--- src/rtl/snake_direction_queue_pkg.sv ---
// Shared definitions for the snake direction queue: heading encoding,
// FIFO sizing limits and the reversal test used across the game logic.
package snake_direction_queue_pkg;

    // Heading encoding: 0 up, 1 right, 2 down, 3 left.
    typedef enum logic [1:0] {
        DIR_UP    = 2'd0,
        DIR_RIGHT = 2'd1,
        DIR_DOWN  = 2'd2,
        DIR_LEFT  = 2'd3
    } dir_e;

    // Largest supported pending-turn queue; pointers are sized for it.
    localparam int MAX_QUEUE_DEPTH = 4;
    localparam int PTR_W           = 2;
    // Occupancy counter must hold 0..MAX_QUEUE_DEPTH.
    localparam int COUNT_W         = 3;

    // Opposite headings differ only in the upper encoding bit
    // (up/down = 0/2, right/left = 1/3).
    function automatic logic is_reverse(input logic [1:0] a, input logic [1:0] b);
        return (a ^ b) == 2'b10;
    endfunction

endpackage

--- src/rtl/direction_fifo.sv ---
// Circular FIFO of 2-bit headings with an explicit occupancy counter.
// Pointers wrap modulo DEPTH. The head and tail entries are visible
// combinationally so the caller can commit and compare in the same cycle.
module direction_fifo
    import snake_direction_queue_pkg::*;
#(
    parameter int DEPTH = 2
) (
    input  logic               clk,
    input  logic               srst,
    input  logic               flush,
    input  logic               push,
    input  logic               pop,
    input  logic [1:0]         din,
    output logic [COUNT_W-1:0] count,
    output logic [1:0]         head,
    output logic [1:0]         tail
);

    localparam logic [PTR_W-1:0]   LAST_PTR   = PTR_W'(DEPTH - 1);
    localparam logic [COUNT_W-1:0] FULL_COUNT = COUNT_W'(DEPTH);

    // Storage is always sized for the maximum depth so a PTR_W-bit pointer
    // indexes it exactly; entries at or above DEPTH are never addressed.
    logic [1:0]         mem_q [MAX_QUEUE_DEPTH];
    logic [1:0]         mem_d [MAX_QUEUE_DEPTH];
    logic [PTR_W-1:0]   wr_ptr_q, wr_ptr_d;
    logic [PTR_W-1:0]   rd_ptr_q, rd_ptr_d;
    logic [COUNT_W-1:0] count_q, count_d;
    logic               push_ok;
    logic               pop_ok;
    logic [PTR_W-1:0]   tail_ptr;

    function automatic logic [PTR_W-1:0] next_ptr(input logic [PTR_W-1:0] p);
        return (p == LAST_PTR) ? '0 : p + PTR_W'(1);
    endfunction

    // Qualify requests: never pop an empty queue, never overwrite a full
    // queue unless the head leaves in the same cycle.
    always_comb begin
        pop_ok  = pop && (count_q != '0);
        push_ok = push && ((count_q != FULL_COUNT) || pop_ok);
    end

    // Next-state for pointers, occupancy and storage.
    always_comb begin
        mem_d    = mem_q;
        wr_ptr_d = wr_ptr_q;
        rd_ptr_d = rd_ptr_q;
        count_d  = count_q;
        if (flush) begin
            wr_ptr_d = '0;
            rd_ptr_d = '0;
            count_d  = '0;
        end else begin
            if (push_ok) begin
                mem_d[wr_ptr_q] = din;
                wr_ptr_d        = next_ptr(wr_ptr_q);
            end
            if (pop_ok) begin
                rd_ptr_d = next_ptr(rd_ptr_q);
            end
            if (push_ok && !pop_ok) begin
                count_d = count_q + COUNT_W'(1);
            end else if (pop_ok && !push_ok) begin
                count_d = count_q - COUNT_W'(1);
            end
        end
    end

    // State registers with synchronous reset.
    always_ff @(posedge clk) begin
        if (srst) begin
            wr_ptr_q <= '0;
            rd_ptr_q <= '0;
            count_q  <= '0;
            for (int i = 0; i < MAX_QUEUE_DEPTH; i++) begin
                mem_q[i] <= 2'd0;
            end
        end else begin
            wr_ptr_q <= wr_ptr_d;
            rd_ptr_q <= rd_ptr_d;
            count_q  <= count_d;
            for (int i = 0; i < MAX_QUEUE_DEPTH; i++) begin
                mem_q[i] <= mem_d[i];
            end
        end
    end

    // The newest entry sits one slot behind the write pointer.
    always_comb begin
        tail_ptr = (wr_ptr_q == '0) ? LAST_PTR : wr_ptr_q - PTR_W'(1);
        head     = mem_q[rd_ptr_q];
        tail     = mem_q[tail_ptr];
        count    = count_q;
    end

endmodule

--- src/rtl/snake_direction_queue.sv ---
// Direction change queue for the snake game. Takes debounced button pulses,
// filters out repeats and reversals against the most recent pending heading,
// buffers legal turns and commits one per movement tick.
module snake_direction_queue
    import snake_direction_queue_pkg::*;
#(
    parameter int         QUEUE_DEPTH = 2,   // legal range 1..4
    parameter logic [1:0] RESET_DIR   = 2'd1
) (
    input  logic       Clock,
    input  logic       Reset,
    input  logic       GameActive,
    input  logic       Tick,
    input  logic       UpPress,
    input  logic       RightPress,
    input  logic       DownPress,
    input  logic       LeftPress,
    output logic [1:0] Direction,
    output logic       Turned,
    output logic [2:0] Pending,
    output logic       Dropped
);

    localparam logic [COUNT_W-1:0] FULL_COUNT = COUNT_W'(QUEUE_DEPTH);

    logic [1:0]         direction_q, direction_d;
    logic               turned_q, turned_d;
    logic               dropped_q, dropped_d;

    logic               press_any;
    logic [1:0]         cand;
    logic [1:0]         ref_dir;
    logic               cand_legal;
    logic               fifo_push;
    logic               fifo_pop;
    logic               fifo_full;
    logic [COUNT_W-1:0] fifo_count;
    logic [1:0]         fifo_head;
    logic [1:0]         fifo_tail;

    // Fixed-priority press select: Up > Right > Down > Left.
    always_comb begin
        press_any = UpPress | RightPress | DownPress | LeftPress;
        cand      = DIR_LEFT;
        if (UpPress) begin
            cand = DIR_UP;
        end else if (RightPress) begin
            cand = DIR_RIGHT;
        end else if (DownPress) begin
            cand = DIR_DOWN;
        end
    end

    // Accept/reject: compare against the last queued turn, or the committed
    // heading when nothing is queued, so chained double-taps stay legal.
    always_comb begin
        ref_dir    = (fifo_count != '0) ? fifo_tail : direction_q;
        cand_legal = press_any && (cand != ref_dir) && !is_reverse(cand, ref_dir);
        fifo_full  = (fifo_count == FULL_COUNT);
        fifo_pop   = GameActive && Tick && (fifo_count != '0);
        fifo_push  = GameActive && cand_legal && (!fifo_full || fifo_pop);
    end

    // Next committed heading and the single-cycle status pulses.
    always_comb begin
        direction_d = fifo_pop ? fifo_head : direction_q;
        turned_d    = fifo_pop;
        dropped_d   = GameActive && cand_legal && fifo_full && !fifo_pop;
    end

    // Output registers; reset wins over every other input.
    always_ff @(posedge Clock) begin
        if (Reset) begin
            direction_q <= RESET_DIR;
            turned_q    <= 1'b0;
            dropped_q   <= 1'b0;
        end else begin
            direction_q <= direction_d;
            turned_q    <= turned_d;
            dropped_q   <= dropped_d;
        end
    end

    direction_fifo #(
        .DEPTH (QUEUE_DEPTH)
    ) u_fifo (
        .clk   (Clock),
        .srst  (Reset),
        .flush (!GameActive),
        .push  (fifo_push),
        .pop   (fifo_pop),
        .din   (cand),
        .count (fifo_count),
        .head  (fifo_head),
        .tail  (fifo_tail)
    );

    assign Direction = direction_q;
    assign Turned    = turned_q;
    assign Dropped   = dropped_q;
    assign Pending   = fifo_count;

endmodule
--- config.mk ---
export PLATFORM = sky130hd
export DESIGN_NAME = snake_direction_queue
export DESIGN_NICKNAME = d
export VERILOG_FILES = /design/src/rtl/snake_direction_queue_pkg.sv /design/src/rtl/direction_fifo.sv /design/src/rtl/snake_direction_queue.sv
export SDC_FILE = /design/constraint.sdc
export NUM_CORES = 1
export LEC_CHECK = 0
export CAP_MARGIN = 20
export CORE_UTILIZATION = 40
export CTS_BUF_LIST = sky130_fd_sc_hd__clkbuf_4
export DETAILED_ROUTE_END_ITERATION = 12
export PLACE_DENSITY = 0.62
export SLEW_MARGIN = 20
export SYNTH_ARGS = -nofsm -noshare
export SYNTH_HDL_FRONTEND = slang
export SYNTH_SLANG_ARGS = --single-unit
--- constraint.sdc ---
create_clock -name Clock -period 2.8 [get_ports Clock]
set_input_delay 0.56 -clock Clock [delete_from_list [all_inputs] [get_ports Clock]]
set_output_delay 0.56 -clock Clock [all_outputs]
set_load 0.02 [all_outputs]
==> parameters.txt <==
Parameter                              Value

Power
  Power density cells ... between 500 and 600 nW/um^2
  Cell-internal power ... 0.450 mW
  Switching Share ... 0.304
  Fraction of power consumed by sequential logic ... 0.459
  Worst voltage drop across the vdd grid ... 0.344 mV
  Leakage power summed over all cells ... 0.481 nW
  Power spent charging and discharging nets ... 0.196 mW
  Final Total Pwr ... 0.646 mW
  Proportion of power drawn by the clock network ... 0.233
  Combinational cell fraction of total power ... 0.308

Clock tree
  Post-cts gate resize count ... 0
  Cts bufs inserted ... 3
  Clock transition time at the flip-flop clock pins of the worst setup and hold paths ... 0.11 ns
  Worst-case clock buffer depth ... 2
  CTS H-tree depth ... 1
  CTS sink count ... 19
  Number of setup buffers added after CTS ... 0
  Clock Root Buffer ... sky130_fd_sc_hd__clkbuf_4
  TritonCTS clock tree ... built
  Worst skew pair latency ... 0.30 ns
  Hold buffers post-CTS ... 0

GRT
  Congestion Overflow GR ... 0
  Number of global-route vias before repair ... 746
  Initial antenna violation count ... 0
  Maximum number of pins on one net before global-route repair ... 16
  Wire length of the first global-routing pass ... 3360 um
  Global Route Usage Sum ... 0.178

Floorplan
  Die boundary width ... 51.1 um
  Placeable Area ... approximately 2300 sq um
  Initial cell density of the core ... 0.428
  Die Footprint ... 2620 sq um
  Top-Level Pins ... 15
  Number of rows created at floorplan ... 17
  Die height ... 51.1 um

Critical path
  Worst r2r dst ... u_fifo.count[2]
  Category of the worst setup path launch point ... primary input
  Depth of the worst register-to-register path ... 10
  Critical path peak fanout ... 6
  Critical path required time ... 3.03 ns
  Cell Chain, Critical Path ... clkdlybuf4s50_1 -> o41a_1 -> a21bo_2 -> nor3_2 -> ha_1 -> inv_1 -> fa_1 -> xor2_1 -> or3_1 -> a21oi_1
  Startpoint of the worst-slack reg-to-reg timing path ... u_fifo.wr_ptr_q[1]
  Arrival time of data at the critical path endpoint ... a little under 3 ns
  Endpoint class of the critical path ... register
  Launch point of the worst path ... GameActive
  Worst Setup EP ... u_fifo.count[2]
  Category of the most critical setup path ... primary input to register
  Internal reg-to-reg setup slack ... 0.24 ns
  CP max stage cell ... sky130_fd_sc_hd__clkdlybuf4s50_1
  Highest cell delay on the worst timing path ... 0.54 ns

Logic synthesis
  Mean instance size in the synthesized netlist ... 10.2 sq um
  Post-Synth XOR/XNOR Area ... 0.0272
  Cell taking the most area after synthesis ... sky130_fd_sc_hd__dfxtp_1
  Syn_nets ... 105
  Count of flip-flops with a built-in enable after synthesis ... 0
  Post-synthesis instance total ... 95
  Area share of the largest cell type after synthesis ... 0.394
  Top_reg_cell synth ... sky130_fd_sc_hd__dfxtp_1
  Share of cell area taken by muxes after synthesis ... 0.161
  Async S/R FF share, synth ... 0
  Simple-gate portion of the synthesized area ... 0.260
  Synthesized-area fraction occupied by ao, oa, aoi and oai cells ... 0.108
  Main combinational cell family by area after synthesis ... simple AND/OR/NAND/NOR gates
  Sequential element share of the synthesized area ... 0.394
  Post-synthesis sequential element count ... 19
  Synthesis warning total ... 0
  Post-Synth Adder-Cell Area ... 0.0337
  Netlist Area Pre-Place ... 966 sq um
  Cell types with the largest area share after synthesis ... sky130_fd_sc_hd__dfxtp_1 (39%), sky130_fd_sc_hd__mux2i_1 (11%), sky130_fd_sc_hd__nand2b_1 (7.1%)
  Yosys cell types ... 34

Job
  Number of maximum-capacitance constraint violations ... 0

Routing
  Drt total wl ... 1960 um
  First DRT Iteration DRCs ... 15
  Average routed wire per standard cell ... 13.0 um
  Vias per cell ... 5.27
  DR vias ... 791
  First-pass detailed-route iteration total ... 4
  DRC errors left ... 0
  Detail Route Antenna Nets ... 0

Layout
  Most frequent standard cell in the layout excluding fill and tap cells ... sky130_fd_sc_hd__dfxtp_1
  Util after Layout ... 0.554
  Area used by sequential logic in the layout ... 380 sq um
  Share of layout cells above drive strength 1 ... 0.221
  Diodes inserted ... 0
  Most used cells in the layout excluding fill and tap cells ... sky130_fd_sc_hd__dfxtp_1 (19), sky130_fd_sc_hd__clkdlybuf4s50_1 (14), sky130_fd_sc_hd__mux2i_1 (11), sky130_fd_sc_hd__nand2b_1 (11), sky130_fd_sc_hd__buf_4 (11)
  Growth of design area from synthesis to finish ... 29.4%
  Combined area of the multi-input logic cells ... 574 sq um
  Filler cell count ... 233
  Nets@finish ... about 130

Placement
  DPL Wire Length ... 1560 um
  Number of I/O port buffers ... 14
  GPL Wtd Cong ... about 0.77

Min path
  Type of the worst min-delay path ... register to register
  Startpoint of the tightest hold check path ... u_fifo.mem_q[1]

STA
  Final setup viols ... 0
  Total Negative Setup Slacks ... 0 ns
  Number of endpoints with negative hold slack in the final report ... 0
  Highest achievable clock rate ... about 370 MHz
  Worst hold-check slack ... 0.478 ns
  Worst rel slew slack ... 0.692
  Actual transition at the worst max-transition pin ... 0.460 ns
  Post-route clock skew ... 0.00311 ns
  Post-layout minimum cycle time ... 2.71 ns
  Number of max-slew violations in the final report ... 0
  Crit share post-route ... 0.969

Run status
  Outcome ... completed
cells in the mapped netlist (2+ instances only):
cell                       number
sky130_fd_sc_hd__nor2_1         6
sky130_fd_sc_hd__mux4_2         2
sky130_fd_sc_hd__inv_1          2
sky130_fd_sc_hd__nor2b_1        2
sky130_fd_sc_hd__xor2_1         2
sky130_fd_sc_hd__nand2b_1      11
sky130_fd_sc_hd__mux2i_1       11
sky130_fd_sc_hd__or3_1          3
sky130_fd_sc_hd__a21oi_1        5
sky130_fd_sc_hd__nand2_1        3
sky130_fd_sc_hd__nor3_2         5
sky130_fd_sc_hd__nand3_1        2
sky130_fd_sc_hd__dfxtp_1       19
sky130_fd_sc_hd__nand3b_1       2
metal layers:
layer  track usage  routed length (um)
met1         0.249                 981
met4        0.0833                  33
met5             0                   0
met2         0.259                 864
met3        0.0357                  78
registers in the layout, indices dropped and copies added (netlist names):
name             flops
u_fifo.wr_ptr_q      2
u_fifo.count         3
Direction            2
u_fifo.rd_ptr_q      2
Turned               1
u_fifo.mem_q         8
Dropped              1
power groups by stage:
stage,combinational (mW),clock (mW),sequential (mW)
floorplan,0.110,0,0.309
global placement,0.196,0,0.303
detailed placement,0.197,0,0.303
CTS,0.198,0.156,0.297
global route,0.218,0.171,0.299
finish,0.199,0.151,0.297
kinds of logic after synthesis:
logic type               after synthesis
multiplexers                          13
AO/OA/AOI/OAI                         14
AND/OR/NAND/NOR                       40
buffers and inverters                  4
XOR/XNOR                               3
flip-flops                            19
adder cells (fa/ha/maj)                2
worst min path at each step:
stage	to	slack (ns)	cells after the start
after floorplan	u_fifo.rd_ptr_q[1]	0.44	2
after detailed placement	u_fifo.mem_q[1]	0.47	2
after CTS	u_fifo.mem_q[1]	0.48	2
after global placement	u_fifo.mem_q[1]	0.46	2
after global routing	u_fifo.mem_q[5]	0.50	2
final	u_fifo.mem_q[1]	0.48	2
critical path: cells and delay by family:
kind / cells / cell delay, ns
AO/OA/AOI/OAI: 3 / 0.58
XOR/XNOR: 1 / 0.17
adder cells (fa/ha/maj): 2 / 0.57
buffers and inverters: 2 / 0.59
AND/OR/NAND/NOR: 2 / 0.47
metrics by stage:
stage	area [sq um]	cells	setup slack (ns)
6_report	1250	150	0.0872
2_1_floorplan	966	95	0.239
3_3_place_gp	1210	146	-0.173
3_5_place_dp	1210	146	-0.282
5_1_grt	1250	150	-0.0180
4_1_cts	1240	150	0.0367
area by class of cell:
class | count | area share
multi-input combinational | 72 | 0.459
inverter | 2 | 0.00601
sequential | 19 | 0.304
tap | 28 | 0.0280
clock buffer | 4 | 0.0240
timing repair buffer | 25 | 0.178
(Power assumes the default switching activity.)
